===== src/rtl/uart_tx_write_arbiter.sv =====
// uart_tx_write_arbiter
// Shares one UART transmitter between two bus-side write requesters. Each
// requester's level write strobe is edge-detected, its byte is parked in a
// one-deep holding register, and a round-robin FSM issues one tx_start pulse
// per accepted byte while tracking the transmitter's busy handshake.
module uart_tx_write_arbiter #(
  parameter int DATA_WIDTH   = 8,
  parameter int BUSY_TIMEOUT = 1024
) (
  input  logic                  clk,
  input  logic                  reset,
  input  logic                  wr0,
  input  logic [DATA_WIDTH-1:0] data0,
  input  logic                  wr1,
  input  logic [DATA_WIDTH-1:0] data1,
  input  logic                  tx_busy,
  output logic                  tx_start,
  output logic [DATA_WIDTH-1:0] tx_data,
  output logic                  grant_id,
  output logic                  pend0,
  output logic                  pend1,
  output logic                  ovf0,
  output logic                  ovf1,
  output logic                  err_timeout
);

  localparam int CNT_W = (BUSY_TIMEOUT > 2) ? $clog2(BUSY_TIMEOUT) : 1;
  localparam logic [CNT_W-1:0] CNT_LAST = CNT_W'(BUSY_TIMEOUT - 1);

  typedef enum logic [1:0] {
    S_IDLE,
    S_START,
    S_WAIT_BUSY,
    S_WAIT_DONE
  } state_t;

  state_t                  r_state;
  logic                    r_last_wr0;
  logic                    r_last_wr1;
  logic [DATA_WIDTH-1:0]   r_hold0;
  logic [DATA_WIDTH-1:0]   r_hold1;
  logic                    r_pend0;
  logic                    r_pend1;
  logic                    r_ovf0;
  logic                    r_ovf1;
  logic                    r_err;
  logic                    r_rr;
  logic [CNT_W-1:0]        r_cnt;
  logic                    r_tx_start;
  logic [DATA_WIDTH-1:0]   r_tx_data;
  logic                    r_grant;

  logic                    w_ev0;
  logic                    w_ev1;
  logic                    w_grant_go;
  logic                    w_sel;
  logic                    w_take0;
  logic                    w_take1;

  // A held strobe yields a single event on its rising edge.
  assign w_ev0 = wr0 & ~r_last_wr0;
  assign w_ev1 = wr1 & ~r_last_wr1;

  // Grant only from IDLE with the transmitter free; on a tie the requester
  // that did not win last time goes next.
  assign w_grant_go = (r_state == S_IDLE) && !tx_busy && (r_pend0 || r_pend1);
  assign w_sel      = (r_pend0 && r_pend1) ? ~r_rr : r_pend1;
  assign w_take0    = w_grant_go && !w_sel;
  assign w_take1    = w_grant_go &&  w_sel;

  assign tx_start    = r_tx_start;
  assign tx_data     = r_tx_data;
  assign grant_id    = r_grant;
  assign pend0       = r_pend0;
  assign pend1       = r_pend1;
  assign ovf0        = r_ovf0;
  assign ovf1        = r_ovf1;
  assign err_timeout = r_err;

  // Remember previous strobe levels for edge detection.
  always_ff @(posedge clk) begin
    if (reset) begin
      r_last_wr0 <= 1'b0;
      r_last_wr1 <= 1'b0;
    end else begin
      r_last_wr0 <= wr0;
      r_last_wr1 <= wr1;
    end
  end

  // Holding registers: load when the slot is free or being emptied this cycle.
  always_ff @(posedge clk) begin
    if (w_ev0 && (!r_pend0 || w_take0)) r_hold0 <= data0;
    if (w_ev1 && (!r_pend1 || w_take1)) r_hold1 <= data1;
  end

  // Occupancy and sticky overflow flags; a new accept beats the take-clear.
  always_ff @(posedge clk) begin
    if (reset) begin
      r_pend0 <= 1'b0;
      r_pend1 <= 1'b0;
      r_ovf0  <= 1'b0;
      r_ovf1  <= 1'b0;
    end else begin
      if (w_ev0) begin
        if (!r_pend0 || w_take0) r_pend0 <= 1'b1;
        else                     r_ovf0  <= 1'b1;
      end else if (w_take0) begin
        r_pend0 <= 1'b0;
      end
      if (w_ev1) begin
        if (!r_pend1 || w_take1) r_pend1 <= 1'b1;
        else                     r_ovf1  <= 1'b1;
      end else if (w_take1) begin
        r_pend1 <= 1'b0;
      end
    end
  end

  // Arbitration FSM with registered start pulse, data, grant and timeout flag.
  always_ff @(posedge clk) begin
    if (reset) begin
      r_state    <= S_IDLE;
      r_rr       <= 1'b1;
      r_cnt      <= '0;
      r_tx_start <= 1'b0;
      r_tx_data  <= '0;
      r_grant    <= 1'b0;
      r_err      <= 1'b0;
    end else begin
      r_tx_start <= 1'b0;
      case (r_state)
        S_IDLE: begin
          if (w_grant_go) begin
            r_tx_data  <= w_sel ? r_hold1 : r_hold0;
            r_grant    <= w_sel;
            r_rr       <= w_sel;
            r_tx_start <= 1'b1;
            r_state    <= S_START;
          end
        end
        S_START: begin
          r_cnt   <= '0;
          r_state <= S_WAIT_BUSY;
        end
        S_WAIT_BUSY: begin
          if (tx_busy) begin
            r_state <= S_WAIT_DONE;
          end else if (r_cnt == CNT_LAST) begin
            // Transmitter never acknowledged: the byte is abandoned.
            r_err   <= 1'b1;
            r_state <= S_IDLE;
          end else begin
            r_cnt <= r_cnt + 1'b1;
          end
        end
        S_WAIT_DONE: begin
          if (!tx_busy) r_state <= S_IDLE;
        end
        default: r_state <= S_IDLE;
      endcase
    end
  end

endmodule


===== config.mk =====
export PLATFORM = sky130hd
export DESIGN_NAME = uart_tx_write_arbiter
export DESIGN_NICKNAME = d
export VERILOG_FILES = /design/src/rtl/uart_tx_write_arbiter.sv
export SDC_FILE = /design/constraint.sdc
export NUM_CORES = 1
export LEC_CHECK = 0
export CAP_MARGIN = 20
export CORE_ASPECT_RATIO = 2
export CORE_MARGIN = 2
export CORE_UTILIZATION = 45
export DETAILED_ROUTE_END_ITERATION = 16
export HOLD_SLACK_MARGIN = 0.1
export PLACE_DENSITY_LB_ADDON = 0.2
export SETUP_SLACK_MARGIN = 0.3
export SLEW_MARGIN = 20
export SYNTH_ARGS = -nofsm -noshare
export SYNTH_HDL_FRONTEND = slang
export SYNTH_SLANG_ARGS = --single-unit
export TNS_END_PERCENT = 1

===== constraint.sdc =====
create_clock -name clk -period 3.6 [get_ports clk]
set_input_delay 1.08 -clock clk [delete_from_list [all_inputs] [get_ports clk]]
set_output_delay 1.08 -clock clk [all_outputs]
set_load 0.01 [all_outputs]

==> summary by stage <==
Die
The chip width is between 40 and 50 um. The area of the core is 3880 um^2. The die is between 90 and 100 um tall.

The floorplan has 32 rows. During I/O placement, the number of pins put on the boundary was 36. The initial utilization of the core area, before any placement, comes to 0.473. The die covers 4640 um^2.

STA
The minimum period implied by the final worst setup slack is 2.63 ns. Setup repair after global routing left no endpoint under its margin. Once routing completed, OpenROAD measured the worst setup slack at between 0.9 and 1 ns. After routing, the total negative slack on setup checks comes to 0 ns. The normalized max-slew margin is 0.481.

In the finished design, the share of the clock period the worst path needs comes to 0.731. At the pin with the least slew margin, the transition time is between 0.7 and 0.8 ns. Setup violations remaining at the end of the flow were counted as 0. The achievable frequency is 0.380 GHz. The max-slew violation total from the final report is 0. The final hold violation count is 0. On the final layout, the worst clock skew is between 0.004 and 0.005 ns.

Clock tree
TritonCTS created 5 clock buffers. The post-cts sizing count is 0. In this run the clock root is driven by a clkbuf_8.

The later-pin clock latency in the skew report is 0.29 ns. The largest buffer count on any clock path is 2. The number of post-CTS setup repair buffers is 0. The H-tree was split into 2 levels. TritonCTS built the clock tree. Clock tree synthesis found a total of 46 sinks. The cts-stage hold buffer count is 0. Clock-pin slew was measured on the worst setup and hold paths at ~0.080 ns.

Critical path
The data required time of the critical path is roughly 3.6 ns. The arrival time of data at the critical path endpoint is approximately 2.6 ns. In this run the critical register-to-register path is launched from r_cnt[1]. The worst register-to-register path has a depth of 5. The largest driver fanout on the critical path is 8. The worst setup path is captured at a register.

The kind of critical path is input port to register. The most critical setup path has its startpoint at tx_busy. The worst setup path is launched from an input port.

Synth
The average instance area after synthesis is 11.3 um^2. The area of the mapped netlist is 1840 um^2. The number of warnings issued by yosys is 0. The synthesized design contains 46 register bits.

In the synthesized netlist the dominant register cell turns out to be dfxtp_1. The count of different cell masters after synthesis is 42. The net count after synthesis is 184. In the synthesized netlist the async set-or-reset flop fraction comes to 0. Synthesis handed over a netlist of 162 instances. Counting flops with a built-in enable in the synthesized netlist gives 16. The sequential element share of the synthesized area is 0.589.

Placement
The placed cell count is 247. The HPWL after detailed placement is ~2.8 mm. The count of port buffers added during placement is 35. Timing analysis after detailed placement gives a worst setup slack of 0.661 ns. The routability-driven placement congestion ratio is 0.784.

Detailed routing
The via count is 1385. The first TritonRoute pass finished after 4 iterations. The detail route stage leaves a number of antenna-violating nets equal to 0. The routed via count divided by cell count is 5.43. In the routed design, unresolved DRC markers number 0. The total length of routed wires is 3.63 mm. Dividing the detail-routed wire length by the instance count gives around 14 um. The DRC violation total after the first TritonRoute iteration is 14.

Power
The highest ir drop seen on vdd is between 0.4 and 0.5 mV. The analysis attributes to cell leakage a power of between 0.0008 and 0.0009 uW. Dividing total power by cell area gives a power density of 457 nW/um^2.

Status
The flow ran to the end, and the final reports show no timing, DRC or antenna violations.

Global routing
For this run the aggregate overflow at the end of global routing stands at 0. The largest net degree at the start of global routing is 22. The global-route wire length before repair is 6.10 mm. The initial antenna violation count came to 0.

The number of global-route vias before repair is 1352. The global-route total usage across every layer is 0.173.

Cells and area
The net count of the finished layout is approximately 230. From synthesis to final layout, the design area changed by 28.6%. The share of the core filled with cells is 0.608. The number of standard cells in the layout, taps in and fillers out is 255. 0 antenna diodes ended up in the layout. The share of cells above drive strength 1 is 0.0833.

Min path
In this run the worst hold path is classified as register to register. In this run the most critical hold path is launched from err_timeout. The cell depth of the worst hold path is 2.

Flow run
The count of maximum capacitance violations is 0.
==> critical path, cell delays in order <==
cell and delay (ns):
clkdlybuf4s50_1 0.52, nor3_1 0.26, o21ai_1 0.20, o21ai_1 0.24, nor2b_1 0.16, buf_4 0.17
==> flip-flops by register name, summed over array words and instances, names as in the netlist <==
signal and flops:
tx_start 1, pend0 1, pend1 1, r_last_wr1 1, r_hold1 8, ovf1 1
err_timeout 1, r_rr 1, tx_data 8, r_state 2, ovf0 1, grant_id 1
r_cnt 10, r_last_wr0 1, r_hold0 8
==> area by class of cell <==
| type | count | area, um^2 |
|---|---|---|
| Clock inverter | 2 | 37.5 |
| Clock buffer | 6 | 72.6 |
| Fill cell | 352 | 1520 |
| Inverter | 3 | 11.3 |
| Timing Repair Buffer | 40 | 388 |
| Multi-Input combinational cell | 107 | 707 |
| Tap cell | 51 | 63.8 |
| Sequential cell | 46 | 1080 |
==> Yosys cell counts (2+ instances only) <==
cell type   n  area share
a211o_1     4       0.019
a211oi_1    8       0.033
a21oi_1     8       0.022
a22o_1      2      0.0095
and3_1      3       0.010
buf_2       2      0.0055
clkbuf_1    2      0.0041
dfxtp_1    30        0.33
edfxtp_1   16        0.26
inv_1       3      0.0061
mux2i_1     8       0.044
nand2_1    11       0.022
nand2b_1    2      0.0068
nand3_1     3      0.0082
nand4_1     2      0.0068
nor2_1     15       0.031
nor2b_1     5       0.017
nor3_1      7       0.019
nor3b_1     2      0.0082
o211a_1     2       0.011
o21ai_0     2      0.0055
o21ai_1     3      0.0082
o31ai_1     3       0.012
==> final timing paths <==
| kind | slack, ns | endpoint |
|---|---|---|
| worst min register to register | 0.45 | err_timeout |
| worst max-delay path | 0.97 | r_hold0[6] |
| worst min-delay path | 0.45 | err_timeout |
| worst max register to register | 1.76 | r_cnt[5] |
==> per-layer routing <==
layer,track usage,up-vias,part of all wire
li1,-,685,-
met1,0.168,667,0.36
met2,0.342,27,0.59
met3,0.0334,6,0.026
met4,0.0714,0,0.018
met5,0,-,0
==> cells by family (layout without fill, tap and decap cells) <==
group / Yosys count / after routing / synth area share
adders and majority gates: 1 / 1 / 0.00682
AOI/OAI and AO/OA: 37 / 37 / 0.145
muxes: 9 / 9 / 0.0498
DFF: 46 / 46 / 0.589
buffers and inverters: 9 / 51 / 0.0259
and+or+nand+nor: 59 / 59 / 0.179
xor gates and xnor gates: 1 / 1 / 0.00477
==> stage by stage <==
step / area, um^2 / hold slack (ns) / power [uW]
3_3_place_gp: 2250 / 0.438 / 721
3_5_place_dp: 2250 / 0.446 / 725
6_report: 2360 / 0.451 / 1080
5_1_grt: 2360 / 0.486 / 1130
4_1_cts: 2360 / 0.458 / 1100
2_1_floorplan: 1840 / 0.438 / 658
==> cells in the final DEF, fill, tap and decap left out, types with 3 or more instances in the layout <==
cell / n
nor2b_1: 5
o21ai_1: 3
mux2i_1: 8
nand3_1: 3
clkdlybuf4s50_1: 35
a21oi_1: 8
nand2_1: 11
edfxtp_1: 16
and3_1: 3
buf_4: 5
inv_1: 3
o31ai_1: 3
a211oi_1: 8
a211o_1: 4
dfxtp_1: 30
nor2_1: 15
nor3_1: 7
clkbuf_8: 5
==> report_power, final <==
part	internal [uW]	switching [uW]	leakage, uW
clock	207	161	0.0000514
sequential	568	15.8	0.000396
combinational	70.3	57.9	0.000424
total	845	235	0.000871
(Power assumes the default switching activity.)
